`config.mk`:
```
export PLATFORM = sky130hd
export DESIGN_NAME = knn_host_cmd
export DESIGN_NICKNAME = d
export VERILOG_FILES = /design/src/rtl/knn_host_cmd.sv
export SDC_FILE = /design/constraint.sdc
export NUM_CORES = 1
export LEC_CHECK = 0
export BUFFER_PORTS_ARGS = -buffer_cell sky130_fd_sc_hd__clkbuf_2
export CAP_MARGIN = 40
export CORE_MARGIN = 2
export CORE_UTILIZATION = 40
export DETAILED_ROUTE_END_ITERATION = 16
export PLACE_DENSITY = 0.65
export SYNTH_ARGS = -nofsm -noshare
export SYNTH_HDL_FRONTEND = slang
export SYNTH_SLANG_ARGS = --single-unit
```
`constraint.sdc`:
```
create_clock -name clk -period 2.1 [get_ports clk]
set_input_delay 0 -clock clk [delete_from_list [all_inputs] [get_ports clk]]
set_output_delay 0 -clock clk [all_outputs]
set_load 0.005 [all_outputs]
```
`src/rtl/knn_host_cmd.sv`:
```
// knn_host_cmd -- host command bridge onto a simple register bus.
//
// Accepts write/read commands on a valid/ready port and replays each one as a
// single-cycle strobe on the register bus, one cycle after acceptance.
// Read data comes back RD_LAT cycles after rd_en. It is captured together
// with its address into a response FIFO, which is drained over a valid/ready
// response port.
//
// Handshake rule for both cmd_* and rsp_*: a transfer happens on a rising
// clk edge where valid and ready are both high. Once valid is high it stays
// high, with its payload stable, until that transfer takes place.
//
// Ports:
//   clk, rst                 clock, asynchronous active-low reset
//   cmd_valid/ready/write/addr/wdata   command input
//   wr_en/wr_addr/wr_data    register-bus write strobe and payload
//   rd_en/rd_addr/rd_data    register-bus read strobe, address, return data
//   rsp_valid/ready/addr/data          read response output (issue order)
//   busy                     a read is in flight or a response is queued
//   wr_count/rd_count        issued strobe counters, saturating; these exist
//                            only when the KNN_HOST_CMD_STATS_EN macro is
//                            defined
//
// Flow control: a credit counter starts at RSP_DEPTH. Each accepted read
// takes one credit and each response pop returns one. When no credits are
// left, all commands stall, writes included, so that reads and writes stay in
// strict order.
module knn_host_cmd #(
    parameter int ADDR_W    = 8,
    parameter int DATA_W    = 32,
    parameter int RD_LAT    = 1,
    parameter int RSP_DEPTH = 4
) (
    input  logic              clk,
    input  logic              rst,
    input  logic              cmd_valid,
    output logic              cmd_ready,
    input  logic              cmd_write,
    input  logic [ADDR_W-1:0] cmd_addr,
    input  logic [DATA_W-1:0] cmd_wdata,
    output logic              wr_en,
    output logic [ADDR_W-1:0] wr_addr,
    output logic [DATA_W-1:0] wr_data,
    output logic              rd_en,
    output logic [ADDR_W-1:0] rd_addr,
    input  logic [DATA_W-1:0] rd_data,
    output logic              rsp_valid,
    input  logic              rsp_ready,
    output logic [ADDR_W-1:0] rsp_addr,
    output logic [DATA_W-1:0] rsp_data,
    output logic              busy
`ifdef KNN_HOST_CMD_STATS_EN
    ,
    output logic [15:0]       wr_count,
    output logic [15:0]       rd_count
`endif
);

    localparam int CW = $clog2(RSP_DEPTH + 1);
    localparam int PW = $clog2(RSP_DEPTH);

    logic              r_rdy_en;
    logic [CW-1:0]     r_credits;
    logic              r_wr_en;
    logic              r_rd_en;
    logic [ADDR_W-1:0] r_wr_addr;
    logic [DATA_W-1:0] r_wr_data;
    logic [ADDR_W-1:0] r_rd_addr;
    logic [RD_LAT-1:0] r_pipe_v;
    logic [ADDR_W-1:0] r_pipe_a [RD_LAT];
    logic [ADDR_W+DATA_W-1:0] r_mem [RSP_DEPTH];
    logic [PW-1:0]     r_wptr;
    logic [PW-1:0]     r_rptr;
    logic [CW-1:0]     r_count;

    logic w_accept;
    logic w_acc_rd;
    logic w_acc_wr;
    logic w_push;
    logic w_pop;

    // r_rdy_en holds cmd_ready low until the first edge after reset release.
    assign cmd_ready = r_rdy_en && (r_credits != '0);
    assign w_accept  = cmd_valid && cmd_ready;
    assign w_acc_rd  = w_accept && !cmd_write;
    assign w_acc_wr  = w_accept && cmd_write;
    // The last pipeline stage lines up with rd_data being valid.
    assign w_push    = r_pipe_v[RD_LAT-1];
    assign w_pop     = rsp_valid && rsp_ready;

    assign wr_en     = r_wr_en;
    assign wr_addr   = r_wr_addr;
    assign wr_data   = r_wr_data;
    assign rd_en     = r_rd_en;
    assign rd_addr   = r_rd_addr;
    assign rsp_valid = (r_count != '0);
    assign {rsp_addr, rsp_data} = r_mem[r_rptr];
    assign busy      = r_rd_en || (|r_pipe_v) || (r_count != '0);

    always_ff @(posedge clk or negedge rst) begin
        if (!rst) begin
            r_rdy_en  <= 1'b0;
            r_credits <= CW'(RSP_DEPTH);
            r_wr_en   <= 1'b0;
            r_rd_en   <= 1'b0;
            r_wr_addr <= '0;
            r_wr_data <= '0;
            r_rd_addr <= '0;
        end else begin
            r_rdy_en <= 1'b1;
            r_wr_en  <= w_acc_wr;
            r_rd_en  <= w_acc_rd;
            if (w_acc_wr) begin
                r_wr_addr <= cmd_addr;
                r_wr_data <= cmd_wdata;
            end
            if (w_acc_rd) begin
                r_rd_addr <= cmd_addr;
            end
            // A read taken and a pop in the same cycle cancel out.
            if (w_acc_rd && !w_pop) begin
                r_credits <= r_credits - 1'b1;
            end else if (w_pop && !w_acc_rd) begin
                r_credits <= r_credits + 1'b1;
            end
        end
    end

    // In-flight read tracker. Clearing it on reset drops any read that was
    // still in flight, so it can never reach the FIFO.
    always_ff @(posedge clk or negedge rst) begin
        if (!rst) begin
            r_pipe_v <= '0;
            for (int k = 0; k < RD_LAT; k++) begin
                r_pipe_a[k] <= '0;
            end
        end else begin
            r_pipe_v[0] <= r_rd_en;
            r_pipe_a[0] <= r_rd_addr;
            for (int k = 1; k < RD_LAT; k++) begin
                r_pipe_v[k] <= r_pipe_v[k-1];
                r_pipe_a[k] <= r_pipe_a[k-1];
            end
        end
    end

    // Response FIFO control. Because RSP_DEPTH is a power of two, the
    // pointers wrap without any extra logic. The credit scheme guarantees
    // that a push never finds the FIFO full.
    always_ff @(posedge clk or negedge rst) begin
        if (!rst) begin
            r_wptr  <= '0;
            r_rptr  <= '0;
            r_count <= '0;
        end else begin
            if (w_push) r_wptr <= r_wptr + 1'b1;
            if (w_pop)  r_rptr <= r_rptr + 1'b1;
            if (w_push && !w_pop) begin
                r_count <= r_count + 1'b1;
            end else if (w_pop && !w_push) begin
                r_count <= r_count - 1'b1;
            end
        end
    end

    // Storage needs no reset: an entry is read only after it has been written.
    always_ff @(posedge clk) begin
        if (w_push) begin
            r_mem[r_wptr] <= {r_pipe_a[RD_LAT-1], rd_data};
        end
    end

`ifdef KNN_HOST_CMD_STATS_EN
    logic [15:0] r_wr_count;
    logic [15:0] r_rd_count;

    always_ff @(posedge clk or negedge rst) begin
        if (!rst) begin
            r_wr_count <= '0;
            r_rd_count <= '0;
        end else begin
            if (r_wr_en && (r_wr_count != 16'hFFFF)) r_wr_count <= r_wr_count + 1'b1;
            if (r_rd_en && (r_rd_count != 16'hFFFF)) r_rd_count <= r_rd_count + 1'b1;
        end
    end

    assign wr_count = r_wr_count;
    assign rd_count = r_rd_count;
`endif

endmodule

```
Word-level counts from Yosys, hierarchy flattened
Memories as Yosys holds them, arrays and structs flattened.
Index checks and enable logic that the tools add are counted.
Operators by class
  add/sub/neg operators: 6
  $mul: 0
  divide/modulo/power cells: 0
  magnitude comparators: 0
  eq/ne operators: 0
  shifts and indexed selects: 0
  muxes and demuxes: 6
  bitwise gates (word level): 0
  reductions and logical operators: 19
Operators by type and width (number)
  $mux W3: 4
  $logic_and A1 B1 Y1: 9
  $add A3 B1 Y3 const B: 2
  $reduce_bool A3 Y1: 2
  $sub A3 B1 Y3 const B: 2
  $add A2 B1 Y2 const B: 2
  $logic_not A1 Y1: 4
  $reduce_bool A2 Y1: 2
  $logic_or A1 B1 Y1: 2
  $mux W1: 2
Word-level totals
  bits in registers: 70
  bits in latches: 0
  RAM bits: 160
  bits in read-only memories: 0
  input bits: 77
  output and inout bits: 93
  logic and storage cells: 44
  memories: 1
Memory list
  r_mem: depth 4, width 40, read ports 1, clocked after Yosys merged registers in 0, write ports 1, line 71  | logic [ADDR_W+DATA_W-1:0] r_mem [RSP_DEPTH];

Logic depth before layout (Yosys ltp)
  word-level depth: 8
  mapped depth: 8
  depth with buffers taken out: 8

Worst setup path before layout
No wires, ideal clock.
  path kind: reg-to-reg
  start: register r_credits[2]
  end: register r_credits[2]
  arrival time: 2107 ps
  path slack: -82 ps
  cell stages (with the launch flop): 9
  clock period less this slack: 2182 ps
  cell sequence: dfstp_2 -> nor3_2 -> nor3_2 -> ha_1 -> inv_1 -> fa_1 -> xor2_1 -> nor2_1 -> xor2_1
Between the ends
  cells in the longest elaborated chain, start to end: 7
  elaborated cells on any way between the ends: 12
RTL lines
  start: declaration: line 63  | logic [CW-1:0] r_credits;
  start signal: assignment: line 103  | r_credits <= CW'(RSP_DEPTH);
  start signal: assignment: line 122  | r_credits <= r_credits - 1'b1;
  start signal: assignment: line 124  | r_credits <= r_credits + 1'b1;
  $reduce_bool A3 Y1 (*): line 83  | assign cmd_ready = r_rdy_en && (r_credits != '0);
  $logic_and A1 B1 Y1 (*): line 83
  $logic_and A1 B1 Y1 (*): line 84  | assign w_accept = cmd_valid && cmd_ready;
  $logic_and A1 B1 Y1 (*): line 85  | assign w_acc_rd = w_accept && !cmd_write;
  net w_acc_rd: line 77  | logic w_acc_rd;
  $logic_not A1 Y1: line 123  | end else if (w_pop && !w_acc_rd) begin
  $logic_and A1 B1 Y1: line 123
  $reduce_bool A2 Y1 (no line)
The timed path passes the listed nets; every way through them passes the cells marked *. The select of a mux whose other input is x is not followed.
A chain may end at the register's enable or synchronous reset.

Final worst setup path
  start: register r_credits[2]
  end: register r_rd_addr[1] (netlist: rd_addr[1])
Between the ends
  cells in the longest elaborated chain, start to end: 4
RTL lines
  $reduce_bool A3 Y1: line 83
  $logic_and A1 B1 Y1: line 83
  $logic_and A1 B1 Y1: line 84
  $logic_and A1 B1 Y1: line 85
  net w_acc_rd: line 77
  end signal: assignment: line 118  | r_rd_addr <= cmd_addr;
  end: declaration: line 68  | logic [ADDR_W-1:0] r_rd_addr;
The timed path passes the listed nets, and every way through them passes these cells.

==> results.json <==
{
  "peakVddDrop_v": 0.0005904,
  "final_nets": 744,
  "cts_tree": "built",
  "final_layout_size_suffix_gt1_share_pct": 49.26,
  "synth.area.mux_share_pct": 18.65,
  "finalHoldViolCount": 0,
  "crit_path_start_kind": "flip-flop",
  "vias": 4538,
  "grt_remaining_overflow": 0,
  "viasPerCell": 4.772,
  "status": "finished, final reports clean",
  "grt_pass1_wl_mm": 25.81,
  "root_buffer": "clkbuf_16",
  "insertedDiodeCount": 0,
  "maxCapViolCount": 0,
  "async_flop_share_pct": 30.43,
  "postLayoutCellArea_um2": 11530,
  "crit_required_ns": 2.49,
  "netlist_instances": 377,
  "crit_fanout": 9,
  "synth_edf_count": 160,
  "core_region_area_um2": 21090,
  "critical_path.top_delay_family": "buffers and inverters",
  "first_pass_iters": 4,
  "ios": 170,
  "max_freq_mhz": 494.2,
  "synth_top_family_by_area": "multiplexers",
  "synthAdderAreaFrac_pct": 1.334,
  "clk_latency_ns": 0.51,
  "synth_top_cell_area_share_pct": 55.68,
  "drtIter0Drc": 127,
  "critical_path_class": "flip-flop to flip-flop",
  "yosys_register_bits": 230,
  "regToRegSetupSlack_ns": 0.08,
  "yosysSeqAreaShare_pct": 76.00,
  "setup_viol": 0,
  "dieArea_um2": 22760,
  "wl_mm": 16.53,
  "synth_nets": 462,
  "place_congestion": 0.6936,
  "cts_buffers": 24,
  "fp.dieH_um": 150.9,
  "grt_pass1_vias": 4988,
  "critical-path-slowest-cell": "dlygate4sd3_1",
  "start_util_pct": 40.92,
  "synth_warnings": 0,
  "htreeDepth": 1,
  "row_count": 53,
  "grt_util_all_layers_pct": 14.67,
  "dpl.hpwl_mm": 10.33,
  "worstReg2RegEnd": "rd_addr[1]",
  "yosys-top-cells-area": "edfxtp_1 56%, dfrtp_1 20%, mux4_2 10%, mux2_4 6.8%, mux2_2 1.3%",
  "finalMaxSlewViolations": 0,
  "synthesis.area_um2": 8628,
  "crit_buf_inv": 2,
  "p_total_mw": 13.94,
  "fillerInstances": 1650,
  "ys.flop_type": "edfxtp_1",
  "endpoint_kind": "flip-flop",
  "path_clk_slew_ns": 0.06,
  "clock-sinks": 230,
  "antenna_found_initial": 0,
  "yosys.area_share.simple_pct": 1.146,
  "min_period_ns": 2.024,
  "placed_area_um2": 9926,
  "worstPathArrival_ns": 2.41,
  "rsz0062_at_grt": "true",
  "crit_chain": "nor3_2 -> nor3_4 -> dlygate4sd3_1 -> buf_6 -> mux2_2",
  "wl_per_cell_um": 17.38,
  "hold_path.class": "input port to asynchronous set/reset pin",
  "synth_cell_type_count": 27,
  "cts_buffer_depth": 3,
  "synth_xor_area_share_pct": 0.9136,
  "period_share_pct": 96.36,
  "grt_start_max_net_pins": 42,
  "p_per_area_nw_per_um2": 1209,
  "p_leak_nw": 4.661,
  "slew_headroom_pct": 59.21,
  "r2r-start": "r_credits[2]",
  "ff2ff_path_depth": 5,
  "yosys.area.top_type": "edfxtp_1",
  "synth_compound_area_share_pct": 0.05800,
  "synth_area_per_cell_um2": 22.89,
  "synthTopCellsByCount": "160 x edfxtp_1, 69 x dfrtp_1, 40 x mux4_2",
  "port_buffers": 169,
  "drc": 0,
  "slowest_delay_ns": 0.60,
  "syn_to_final_growth_pct": 33.67,
  "die_x_um": 150.9,
  "worst_pin_slew_ns": 0.6119,
  "postRouteAntennaNets": 0,
  "yosysMostFrequentCell": "edfxtp_1",
  "finalClockSkew_ns": 0.01321
}
-- routing by layer --
layer	routed length, um	up-vias	GRT usage, %
li1	-	2045	-
met1	6994	2315	18.60
met2	8097	162	25.43
met3	1256	16	3.946
met4	176	0	3.224
met5	0	-	0
-- kinds of logic (layout without fill, tap and decap cells) --
family | count (synthesis) | after routing
AOI/OAI and AO/OA | 1 | 1
xor gates and xnor gates | 9 | 9
adders and majority gates | 8 | 8
buffers and inverters | 22 | 321
DFF | 230 | 230
muxes | 90 | 90
other | 1 | 1
and+or+nand+nor | 16 | 16
-- area by class of cell --
class / instances / area, um^2 / share of cell area (%)
clock inverter: 9 / 56.30 / 0.4882
tap: 275 / 344.1 / 2.983
inverter: 7 / 26.28 / 0.2278
timing repair buffer: 271 / 1893 / 16.41
sequential: 230 / 6565 / 56.92
clock buffer: 34 / 714.4 / 6.194
multi-input combinational: 125 / 1934 / 16.77
-- worst max path at each step --
stage | slack [ns] | cells after the start | endpoint | startpoint
floorplan | 0.06 | 8 | r_credits[2] | r_credits[2]
global placement | 0.11 | 8 | r_count[2] | r_count[0]
detailed placement | 0.002 | 8 | r_credits[2] | r_count[0]
CTS | 0.0007 | 3 | rsp_addr[6] | r_rptr[0]
global route | -0.04 | 8 | r_credits[2] | r_count[0]
finish | 0.08 | 5 | rd_addr[1] | r_credits[2]
-- state kept, by name (all words and copies together) (netlist names) --
register / cells
r_credits: 3
r_wptr: 2
wr_data: 32
r_pipe_v: 1
r_count: 3
r_pipe_a: 8
wr_addr: 8
r_rdy_en: 1
rd_addr: 8
r_mem: 160
r_rptr: 2
wr_en: 1
rd_en: 1
-- cell usage in the layout (no fill, tap or decap), drive strengths merged --
master,instances
clkbuf,202
edfxtp,160
dlygate4sd3,76
dfrtp,69
mux2,49
mux4,40
buf,27
inv,8
clkinv,7
ha,6
xor2,5
and2,4
xnor2,4
nand2,3
nor2,2
fa,2
nor3,2
or3,2
and2b,1
or3b,1
mux2i,1
o21ai,1
nand3,1
clkinvlp,1
dfstp,1
conb,1
-- worst register-to-register path, cell delays in order (launching register included) --
cell,delay (ns)
dfstp_2,0.55
nor3_2,0.07
nor3_4,0.18
dlygate4sd3_1,0.60
buf_6,0.16
mux2_2,0.35
-- timing repair --
item / CTS / global route
gates resized for setup: 1 / 5
hold buffers: 76 / 0
setup buffers: 0 / 6
endpoints found under the setup margin: 1 / 16
hold endpoints to repair: 232 / 0
pin swaps: 0 / 3
-- power by group --
| part | internal, mW | leakage, nW | switching, mW | total [mW] |
|---|---|---|---|---|
| clock network | 2.37 | 0.375 | 1.63 | 4.00 |
| logic | 2.26 | 2.01 | 1.47 | 3.73 |
| registers | 5.68 | 2.27 | 0.529 | 6.21 |
| total | 10.3 | 4.66 | 3.63 | 13.9 |
-- metrics by stage --
stage	instances	worst slack, ns	setup TNS, ns	hold WS (ns)	util [%]
3_3_place_gp	826	0.1092	0	0.03929	47.07
5_1_grt	951	-0.04277	-0.07213	0.08306	54.69
4_1_cts	945	0.0006593	0	0.03495	54.34
3_5_place_dp	826	0.002489	0	0.04554	47.07
2_1_floorplan	377	0.06146	0	-0.2956	-
6_report	951	0.07648	0	0.04724	54.69
No activity file was read; power rests on OpenSTA's default activity.
